`src/rtl/dn_write_scheduler.sv`:
```
// ROM download write scheduler: buffers hps_io ioctl writes in a small FIFO and
// commits them to the shared core RAM only in cycles the core does not own it.
module dn_write_scheduler #(
    parameter int ADDR_W     = 16,
    parameter int DATA_W     = 8,
    parameter int FIFO_DEPTH = 4
) (
    input  logic              clk_sys,
    input  logic              reset,
    input  logic              dn_download,
    input  logic              dn_wr,
    input  logic [ADDR_W-1:0] dn_addr,
    input  logic [DATA_W-1:0] dn_data,
    output logic              dn_wait,
    input  logic              core_slot,
    output logic [ADDR_W-1:0] ram_addr,
    output logic [DATA_W-1:0] ram_data,
    output logic              ram_we,
    output logic              core_reset,
    output logic              dn_done,
    output logic              overflow
);

    localparam int PTR_W = (FIFO_DEPTH > 1) ? $clog2(FIFO_DEPTH) : 1;
    localparam int CNT_W = PTR_W + 1;

    typedef enum logic [1:0] {
        ST_IDLE,
        ST_LOAD,
        ST_DRAIN,
        ST_DONE
    } state_t;

    state_t state, state_n;

    logic [ADDR_W-1:0] fifo_addr [FIFO_DEPTH];
    logic [DATA_W-1:0] fifo_data [FIFO_DEPTH];
    logic [PTR_W-1:0]  wr_ptr, rd_ptr;
    logic [CNT_W-1:0]  count, count_n;

    logic full, empty;
    logic push_req, push, drop, pop;
    logic clr_ovf, wait_n;

    assign full  = (count == CNT_W'(FIFO_DEPTH));
    assign empty = (count == '0);

    always_comb begin
        state_n = state;
        case (state)
            ST_IDLE:  if (dn_download) state_n = ST_LOAD;
            ST_LOAD:  if (!dn_download) state_n = ST_DRAIN;
            ST_DRAIN: begin
                if (dn_download)
                    state_n = ST_LOAD;
                else if (empty && !ram_we)
                    state_n = ST_DONE;
            end
            ST_DONE:  state_n = ST_IDLE;
            default:  state_n = ST_IDLE;
        endcase
    end

    // A write is accepted whenever the download level is high and we are
    // (or are about to be) loading; DONE is a one-cycle bookkeeping state.
    always_comb begin
        push_req = dn_wr && dn_download && (state != ST_DONE);
        push     = push_req && !full;
        drop     = push_req && full;
        pop      = !empty && !core_slot;
        clr_ovf  = (state == ST_IDLE) && dn_download;
        count_n  = count;
        case ({push, pop})
            2'b10:   count_n = count + CNT_W'(1);
            2'b01:   count_n = count - CNT_W'(1);
            default: count_n = count;
        endcase
        // Threshold one below full leaves room for the write already in flight
        // while hps_io reacts to the wait signal.
        wait_n = (count_n >= CNT_W'(FIFO_DEPTH - 1));
    end

    always_ff @(posedge clk_sys) begin
        if (push) begin
            fifo_addr[wr_ptr] <= dn_addr;
            fifo_data[wr_ptr] <= dn_data;
        end
    end

    always_ff @(posedge clk_sys or posedge reset) begin
        if (reset) begin
            state      <= ST_IDLE;
            wr_ptr     <= '0;
            rd_ptr     <= '0;
            count      <= '0;
            ram_addr   <= '0;
            ram_data   <= '0;
            ram_we     <= 1'b0;
            core_reset <= 1'b0;
            dn_done    <= 1'b0;
            overflow   <= 1'b0;
            dn_wait    <= 1'b0;
        end else begin
            state   <= state_n;
            count   <= count_n;
            dn_wait <= wait_n;
            ram_we  <= pop;
            if (push)
                wr_ptr <= wr_ptr + PTR_W'(1);
            if (pop) begin
                rd_ptr   <= rd_ptr + PTR_W'(1);
                ram_addr <= fifo_addr[rd_ptr];
                ram_data <= fifo_data[rd_ptr];
            end
            core_reset <= (state_n == ST_LOAD) || (state_n == ST_DRAIN);
            dn_done    <= (state_n == ST_DONE);
            if (drop)
                overflow <= 1'b1;
            else if (clr_ovf)
                overflow <= 1'b0;
        end
    end

endmodule

```
`config.mk`:
```
export PLATFORM = sky130hd
export DESIGN_NAME = dn_write_scheduler
export DESIGN_NICKNAME = d
export VERILOG_FILES = /design/src/rtl/dn_write_scheduler.sv
export SDC_FILE = /design/constraint.sdc
export NUM_CORES = 1
export LEC_CHECK = 0
export CAP_MARGIN = 20
export CORE_AREA = 2 2 105 107
export CTS_CLUSTER_DIAMETER = 200
export DETAILED_ROUTE_END_ITERATION = 8
export DIE_AREA = 0 0 107 109
export PLACE_DENSITY = 0.79
export SLEW_MARGIN = 40
export SYNTH_ARGS = -nofsm -noshare
export SYNTH_HDL_FRONTEND = slang
export SYNTH_SLANG_ARGS = --single-unit
export TNS_END_PERCENT = 5
```
`constraint.sdc`:
```
create_clock -name clk_sys -period 2.1 [get_ports clk_sys]
set_input_delay 0.42 -clock clk_sys [delete_from_list [all_inputs] [get_ports clk_sys]]
set_output_delay 0.42 -clock clk_sys [all_outputs]
set_load 0.05 [all_outputs]
```
; ---- Word level (Yosys, flattened, before mapping)
; Memories as Yosys holds them, arrays and structs flattened. A register that Yosys moved wholly into a read port is not among the register bits.
; Cells that the tools add are included.
[totals]
romBits = 0
ram_bits = 96
ff_bits = 14
in_bits = 29
memories = 2
elab_cells = 51
latch_bits = 0
[op_classes]
n_mul = 0
magnitude_cmp = 1
bitwise = 0
shift = 0
n_eq_ne = 10
muxes = 10
n_reduce_logical = 15
n_addsub = 4
div_mod_pow = 0
[memory_table]
columns = memory, words, width, read_ports, rd_clocked_by_memory_dff, wr, line_no
row1 = fifo_addr, 4, 16, 1, 1, 1, 36  ; logic [ADDR_W-1:0] fifo_addr [FIFO_DEPTH];
row2 = fifo_data, 4, 8, 1, 1, 1, 37  ; logic [DATA_W-1:0] fifo_data [FIFO_DEPTH];
[op_table]
columns = cell, count
row1 = 2-bit == test (second input constant), 5
row2 = 2-bit 2-to-1 mux, 4
row3 = 2-bit one-hot mux with 4 select lines, 1
row4 = 1-bit logical AND, 7
row5 = 2-bit by 1-bit == test with 1-bit output (second input constant), 3
row6 = 3-bit one-hot mux with 2 select lines, 1
row7 = 2-bit by 1-bit adder with 2-bit output (second input constant), 2
row8 = 1-bit zero test, 4
row9 = 1-bit 2-to-1 mux, 4
row10 = 3-bit by 1-bit adder with 3-bit output (second input constant), 1
row11 = 3-bit == test (second input constant), 1
row12 = 3-bit by 2-bit >= comparator with 1-bit output (second input constant), 1
row13 = 3-bit zero test, 1
row14 = 3-bit by 1-bit subtractor with 3-bit output (second input constant), 1
row15 = 2-bit zero test, 1
row16 = 2-bit inequality test (second input constant), 1
row17 = 2-bit nonzero test, 1
row18 = 1-bit logical OR, 1

; ---- Longest topological paths before layout
; Gate-level depths: netlist (run 1).
[depth]
word_depth = 7
ltp_mapped = 8
depth_no_buf = 8

; ---- Least setup slack after synthesis (run 1)
; OpenSTA, ideal clock, no wires.
[synth_path]
kind = reg2reg
from = reg count[0]
to = reg dn_wait
period_less_slack_ps = 2180
t_arrival_ps = 2111
slack_ps = -80
setup_time_ps = 69
t_required_ps = 2031
n_path_buf = 1
stages_incl_launch_ff = 9
cell_sequence = dfrtp_1 nor3_2 nor2_2 buf_4 ha_1 fa_1 xnor2_1 or3_1 nand3_1
[synth_via]
elab_chain_len = 6
word_cells_on_any_way = 12
[synth_lines]
columns = item, line_no
row1 = from (decl), 39  ; logic [CNT_W-1:0] count, count_n;
row2 = from (signal assigned), 105  ; count <= count_n;
row3 = 3-bit zero test *, 46  ; assign empty = (count == '0);
row4 = 1-bit zero test *, 70  ; pop = !empty && !core_slot;
row5 = 1-bit logical AND *, 70
row6 = via pop, 42  ; logic push_req, push, drop, pop;
row7 = 2-bit by 1-bit == test with 1-bit output / 2-bit == test (equally long branches), 73  ; case ({push, pop})
row8 = 3-bit one-hot mux with 2 select lines *, 73
row9 = 3-bit by 2-bit >= comparator with 1-bit output *, 80  ; wait_n = (count_n >= CNT_W'(FIFO_DEPTH - 1));
row10 = via wait_n, 43  ; logic clr_ovf, wait_n;
row11 = to (signal assigned), 106  ; dn_wait <= wait_n;
row12 = to (decl), 14  ; output logic dn_wait,
; Mark *: on every way through the listed nets, which the timed path passes. The rest lies on a longest branch.
; A chain may end at the register's enable or synchronous reset.

; ---- Final worst setup path (run 1)
[layout_path]
from = reg state[0]
to = reg dn_wait
[layout_via]
elab_chain_len = 6
word_cells_on_any_way = 7
[layout_lines]
columns = item, line_no
row1 = from (decl), 34  ; state_t state, state_n;
row2 = from (signal assigned), 104  ; state <= state_n;
row3 = 2-bit inequality test *, 67  ; push_req = dn_wr && dn_download && (state != ST_DONE);
row4 = 1-bit logical AND *, 67
row5 = 1-bit logical AND *, 68  ; push = push_req && !full;
row6 = 2-bit by 1-bit == test with 1-bit output / 2-bit == test (equally long branches), 73
row7 = 3-bit one-hot mux with 2 select lines *, 73
row8 = 3-bit by 2-bit >= comparator with 1-bit output *, 80
row9 = via wait_n, 43
; Marks and branches as above.

==> flow_metrics.env, run 1 <==
export IMPL_status="completed"
export IMPL_rows=38
export IMPL_first_global_vias=2720
export IMPL_ir_worst_vdd_v=0.000638
export IMPL_synthArstFlopShare_pct=28.4
export IMPL_cts_repair_resized=25
export IMPL_synth_commonest_cells="96 x edfxtp_1, 38 x dfrtp_1, 18 x mux2_4, 18 x mux4_2, 8 x mux2_2"
export IMPL_vias_per_cell=5.23
export IMPL_die_area_um2=11700
export IMPL_yosysTopAreaCell="edfxtp_1"
export IMPL_post_cts_buffers=0
export IMPL_start_kind="flop"
export IMPL_crit_start="state[0]"
export IMPL_seq_area_frac_synth_pct=74.6
export IMPL_synth_cell_area_um2=5140
export IMPL_grt_ovfl_total=0
export IMPL_fmax_mhz=501
export IMPL_slew_violations=0
export IMPL_die_x_um=107
export IMPL_p_total_w=0.0101
export IMPL_io_buffers=57
export IMPL_cts_tree="yes"
export IMPL_synth_edf_count=96
export IMPL_htree_levels=4
export IMPL_max_stage_delay_ns=0.45
export IMPL_end_kind="flop"
export IMPL_period_share_pct=95.0
export IMPL_antenna_found_initial=0
export IMPL_cts_made_buffers=17
export IMPL_io_pins=58
export IMPL_initial_core_util_pct=48.4
export IMPL_drv_cap=0
export IMPL_cp_slowest_cell="dfrtp_2"
export IMPL_path_class="flop to flop"
export IMPL_crit_chain="a221oi_4, inv_1, ha_2, fa_2, xnor2_1, or3_1, nand3_1"
export IMPL_vias=2468
export IMPL_timing_final_ws_setup_ns=0.106
export IMPL_area_growth_pct=29.5
export IMPL_ant_nets=0
export IMPL_cts_sinks=134
export IMPL_critPathMaxFanout=5
export IMPL_n_fill_cell=732
export IMPL_core_area_um2=10600
export IMPL_ctsHoldBuffers=0
export IMPL_setup_violations=0
export IMPL_clock_skew_ns=0.00641
export IMPL_p_per_area_nw_per_um2=1520
export IMPL_clock_latency_ns=0.51
export IMPL_grt_pass1_wl_mm=14.4
export IMPL_syn_avg_cell_area_um2=22.1
export IMPL_cp_arrival_ns=2.45
export IMPL_place_congestion=0.700
export IMPL_layout_drive_gt1_share_pct=31.6
export IMPL_die_h_um=109
export IMPL_grt_setup_unrepaired="no"
export IMPL_critPathRequiredTime_ns=2.55
export IMPL_synth_top_area_share_pct=56.1
export IMPL_yosys_top_cells_area="edfxtp_1 56%, dfrtp_1 19%, mux4_2 7.9%"
export IMPL_synth_ff_type="edfxtp_1"
export IMPL_ctsRootBufferMaster="clkbuf_8"
export IMPL_netlist_instances=232
export IMPL_nNetsFinal=355
export IMPL_clk_path_buf_depth=2
export IMPL_grt_max_degree=27
export IMPL_ys_ff_latch=134
export IMPL_tightest_slew_ns=0.508
export IMPL_fin_crit_ns=1.99
export IMPL_r2r_start="state[0]"
export IMPL_drt_iter0_markers=124
export IMPL_slew_headroom_pct=66.3
export IMPL_dp_hpwl_mm=5.26
export IMPL_grt_use_total_pct=17.4
export IMPL_hold_viol=0
export IMPL_n_antenna_cell=0
export IMPL_yosysMostFrequentCell="edfxtp_1"
export IMPL_drc=0
export IMPL_clkTransAtPathRegs_ns=0.06
export IMPL_hp_class="input port to asynchronous set/reset pin"
export IMPL_synth_nets=268
export IMPL_firstDrtPassIters=4
export IMPL_synth_cell_types=29
export IMPL_wl_mm=8.89
export IMPL_place_ws_ns=-0.412
export IMPL_synth_warnings=0
export IMPL_leakagePower_nw=2.54
export IMPL_post_drt_wl_per_cell_um=18.8
==> worst max-delay path: cells and delay by family, from the launching register on <==
| kind | cells | cell delay [ns] |
|---|---|---|
| fa+ha+maj | 2 | 0.54 |
| flops | 1 | 0.45 |
| simple gates | 2 | 0.42 |
| compound gates | 1 | 0.31 |
| xor+xnor | 1 | 0.14 |
| buf+inv | 1 | 0.07 |
==> final cells by class <==
class / count / area [µm²] / share of cell area [%]
inverter: 5 / 18.8 / 0.282
tap: 140 / 175 / 2.63
timing repair buffer: 76 / 771 / 11.6
clock inverter: 14 / 196 / 2.95
sequential: 134 / 3840 / 57.7
clock buffer: 18 / 418 / 6.28
multi-input combinational: 85 / 1230 / 18.5
==> placed cells by master (no fill, tap or decap), types with 2 or more instances in the layout <==
| master | n |
|---|---|
| clkbuf_16 | 16 |
| buf_4 | 13 |
| edfxtp_1 | 96 |
| dlymetal6s2s_1 | 5 |
| inv_6 | 5 |
| dlygate4sd2_1 | 24 |
| mux2_2 | 8 |
| inv_1 | 4 |
| a21oi_1 | 2 |
| dfrtp_2 | 5 |
| clkinv_2 | 2 |
| buf_12 | 6 |
| mux2_4 | 18 |
| bufinv_16 | 4 |
| mux4_2 | 18 |
| xnor2_1 | 4 |
| ha_1 | 5 |
| xor2_1 | 2 |
| and2_1 | 4 |
| mux4_1 | 6 |
| dfrtp_1 | 33 |
| nand2_1 | 4 |
| clkdlybuf4s50_1 | 28 |
| nor2_1 | 2 |
==> flip-flops by register name (all words and copies together), names as in the netlist, 2 cells and up <==
name	cells
fifo_addr	64
fifo_data	32
ram_addr	16
ram_data	8
count	3
rd_ptr	2
state	2
wr_ptr	2
==> final timing paths <==
path / cells after the start / to / slack [ns]
setup / recovery: 7 / dn_wait / 0.11
hold / removal: 2 / rd_ptr[1] / 0.19
setup reg to reg: 7 / dn_wait / 0.11
hold reg to reg: 1 / ram_addr[0] / 0.50
max in group asynchronous: 3 / rd_ptr[0] / 1.44
min in group clk_sys: 1 / ram_addr[0] / 0.50
==> per-stage QoR <==
stage / cells / setup TNS (ns) / hold slack, ns / area, µm² / util [%]
after detailed placement: 440 / -2.98 / 0.495 / 6050 / 57.1
after global placement: 440 / -1.20 / 0.489 / 6050 / 57.1
after CTS: 472 / 0 / 0.177 / 6640 / 62.6
after floorplan: 232 / 0 / 0.500 / 5170 / -
final: 472 / 0 / 0.188 / 6650 / 62.7
after global routing: 472 / 0 / 0.188 / 6650 / 62.7
==> kinds of logic (layout without fill, tap and decap cells) <==
kind of cell | count (synthesis) | in the layout | share of synthesized area (%)
AOI/OAI and AO/OA | 6 | 6 | 0.901
xor gates and xnor gates | 6 | 6 | 1.02
adders and majority gates | 7 | 7 | 1.85
buffers and inverters | 13 | 113 | 1.92
DFF | 134 | 134 | 74.6
muxes | 50 | 50 | 18.0
and+or+nand+nor | 16 | 16 | 1.68
==> metal layers <==
metal | global-route usage, % | part of all wire [%] | up-vias
met5 | 0 | 0 | -
met2 | 27.5 | 51 | 64
met3 | 5.74 | 4.5 | 16
met4 | 8.35 | 2.1 | 0
li1 | - | - | 1103
met1 | 21.9 | 43 | 1285
==> report_power, final <==
part | total [W] | switching [W] | internal [W]
clock network | 0.00307 | 0.00113 | 0.00195
registers | 0.00374 | 0.000338 | 0.00340
logic | 0.00332 | 0.00186 | 0.00146
Note: power is estimated with default switching activity, not from simulation.
==> run 2: changes to the inputs <==
--- a/config.mk
+++ b/config.mk
@@ -11,7 +11,7 @@
 export DETAILED_ROUTE_END_ITERATION = 8
 export DIE_AREA = 0 0 107 109
 export PLACE_DENSITY = 0.79
-export SLEW_MARGIN = 40
+export SLEW_MARGIN = 20
 export SYNTH_ARGS = -nofsm -noshare
 export SYNTH_HDL_FRONTEND = slang
 export SYNTH_SLANG_ARGS = --single-unit
==> results of run 2 <==
Final layout, timing and power as in run 1 (identical DEF).
==> run 3: changes to the inputs <==
--- a/config.mk
+++ b/config.mk
@@ -7,9 +7,11 @@
 export LEC_CHECK = 0
 export CAP_MARGIN = 20
 export CORE_AREA = 2 2 105 107
+export CTS_BUF_LIST = sky130_fd_sc_hd__clkbuf_4
 export CTS_CLUSTER_DIAMETER = 200
 export DETAILED_ROUTE_END_ITERATION = 8
 export DIE_AREA = 0 0 107 109
+export HOLD_SLACK_MARGIN = 0.08
 export PLACE_DENSITY = 0.79
 export SLEW_MARGIN = 20
 export SYNTH_ARGS = -nofsm -noshare
==> run 3 against run 2 <==
Power decreased by 12%. Critical path depth unchanged. Die area is the same. Non-clock buffer count unchanged. Largest cell class unchanged.
==> flow_metrics.env, run 3 (synthesis gave the netlist of run 1 again) <==
export IMPL_path_class="flop to flop"
export IMPL_grt_ovfl_total=0
export IMPL_critPathMaxFanout=5
export IMPL_p_int_w=0.00582
export IMPL_placed_cell_area_um2=6050
export IMPL_comb_power_share_pct=36.9
export IMPL_rows=38
export IMPL_drc=0
export IMPL_p_per_area_nw_per_um2=1410
export IMPL_final_common_cell="edfxtp_1"
export IMPL_firstDrtPassIters=4
export IMPL_ctsRootBufferMaster="clkbuf_4"
export IMPL_ant_nets=0
export IMPL_largest_reg_flops=64
export IMPL_layout_drive_gt1_share_pct=31.9
export IMPL_post_cts_buffers=0
export IMPL_critPathRequiredTime_ns=2.55
export IMPL_end_kind="flop"
export IMPL_drv_cap=0
export IMPL_cp_arrival_ns=2.45
export IMPL_setup_violations=0
export IMPL_slew_violations=0
export IMPL_n_antenna_cell=0
export IMPL_die_x_um=107
export IMPL_antenna_found_initial=0
export IMPL_die_area_um2=11700
export IMPL_ctsHoldBuffers=0
export IMPL_start_kind="flop"
export IMPL_htree_levels=4
export IMPL_place_congestion=0.700
export IMPL_grt_max_degree=27
export IMPL_tightest_slew_ns=0.499
export IMPL_leakagePower_nw=2.41
export IMPL_ir_worst_vdd_v=0.000570
export IMPL_first_global_vias=2627
export IMPL_clkTransAtPathRegs_ns=0.12
export IMPL_io_pins=58
export IMPL_clk_path_buf_depth=2
export IMPL_clock_skew_ns=0.0260
export IMPL_hold_ws_ns=0.180
export IMPL_hp_class="input port to asynchronous set/reset pin"
export IMPL_clock_latency_ns=0.51
export IMPL_place_ws_ns=-0.412
export IMPL_fin_crit_ns=2.00
export IMPL_p_switching_w=0.00312
export IMPL_register_area_um2=3840
export IMPL_cts_tree="yes"
export IMPL_switching_share_pct=34.9
export IMPL_fin_area_um2=6370
export IMPL_nNetsFinal=355
export IMPL_grt_setup_unrepaired="no"
export IMPL_r2r_cells=7
export IMPL_cts_sinks=134
export IMPL_dp_hpwl_mm=5.26
export IMPL_p_total_w=0.00895
export IMPL_die_h_um=109
export IMPL_wl_mm=8.47
export IMPL_timing_final_ws_setup_ns=0.101
export IMPL_pwr_share_seq_pct=41.6
export IMPL_p_clk_share_pct=21.5
export IMPL_regMostFlops="fifo_addr"
export IMPL_largestRegisters="fifo_addr x64, fifo_data x32, ram_addr x16"
export IMPL_slew_headroom_pct=66.7
export IMPL_period_share_pct=95.2
export IMPL_cts_made_buffers=17
export IMPL_status="completed"
export IMPL_vias_per_cell=5.23
export IMPL_grt_use_total_pct=16.1
export IMPL_initial_core_util_pct=48.4
export IMPL_grt_pass1_wl_mm=13.6
export IMPL_fmax_mhz=500
export IMPL_area_growth_pct=23.9
export IMPL_post_drt_wl_per_cell_um=17.9
export IMPL_drt_iter0_markers=87
export IMPL_final_cell_mix="96 x edfxtp_1, 33 x dfrtp_1, 28 x clkdlybuf4s50_1"
export IMPL_core_area_um2=10600
export IMPL_utilization_pct=60.0
export IMPL_io_buffers=57
export IMPL_hold_viol=0
export IMPL_multi_input_area_um2=1230
export IMPL_n_fill_cell=763
export IMPL_vias=2470
==> run 3: worst paths after layout <==
check | start | end | slack (ns)
hold reg to reg | ram_addr[0] | ram_addr[0] | 0.51
setup / recovery | state[0] | dn_wait | 0.10
min in group clk_sys | ram_addr[0] | ram_addr[0] | 0.51
hold / removal | reset | rd_ptr[1] | 0.18
max in group asynchronous | reset | rd_ptr[0] | 1.44
setup reg to reg | state[0] | dn_wait | 0.10
==> run 3: area by class of cell <==
class / instances / share of cell area [%]
sequential: 134 / 60.3
multi-input combinational: 85 / 19.4
timing repair buffer: 76 / 12.0
clock inverter: 14 / 3.09
tap: 140 / 2.75
clock buffer: 18 / 2.12
inverter: 5 / 0.295
==> run 3: power by group through the flow <==
stage | combinational [W] | clock (W) | sequential [W]
3_3_place_gp | 0.00344 | 0 | 0.00378
3_5_place_dp | 0.00351 | 0 | 0.00379
6_report | 0.00330 | 0.00193 | 0.00372
2_1_floorplan | 0.00163 | 0 | 0.00464
5_1_grt | 0.00350 | 0.00208 | 0.00380
4_1_cts | 0.00335 | 0.00197 | 0.00374
==> run 3: per-stage QoR <==
| stage | cells | TNS, ns |
|---|---|---|
| floorplan | 232 | 0 |
| global placement | 440 | -1.20 |
| detailed placement | 440 | -2.98 |
| CTS | 472 | 0 |
| global route | 472 | 0 |
| finish | 472 | 0 |
==> run 3: critical path, cell delays in order (launching register included) <==
cell and delay, ns:
dfrtp_2 0.47, a221oi_4 0.31, inv_1 0.07, ha_2 0.20, fa_2 0.34, xnor2_1 0.13, or3_1 0.33, nand3_1 0.09
==> run 3: what timing repair did <==
action | in CTS | in global routing
setup endpoints to repair | 27 | 6
cloned | 0 | 0
gates resized for setup | 26 | 7
==> run 3: routing by layer <==
| metal | global-route usage [%] | up-vias | part of all wire, % |
|---|---|---|---|
| met5 | 0 | - | 0 |
| li1 | - | 1108 | - |
| met2 | 26.6 | 66 | 51 |
| met4 | 6.96 | 0 | 1.2 |
| met3 | 3.77 | 10 | 4.5 |
| met1 | 20.7 | 1286 | 43 |
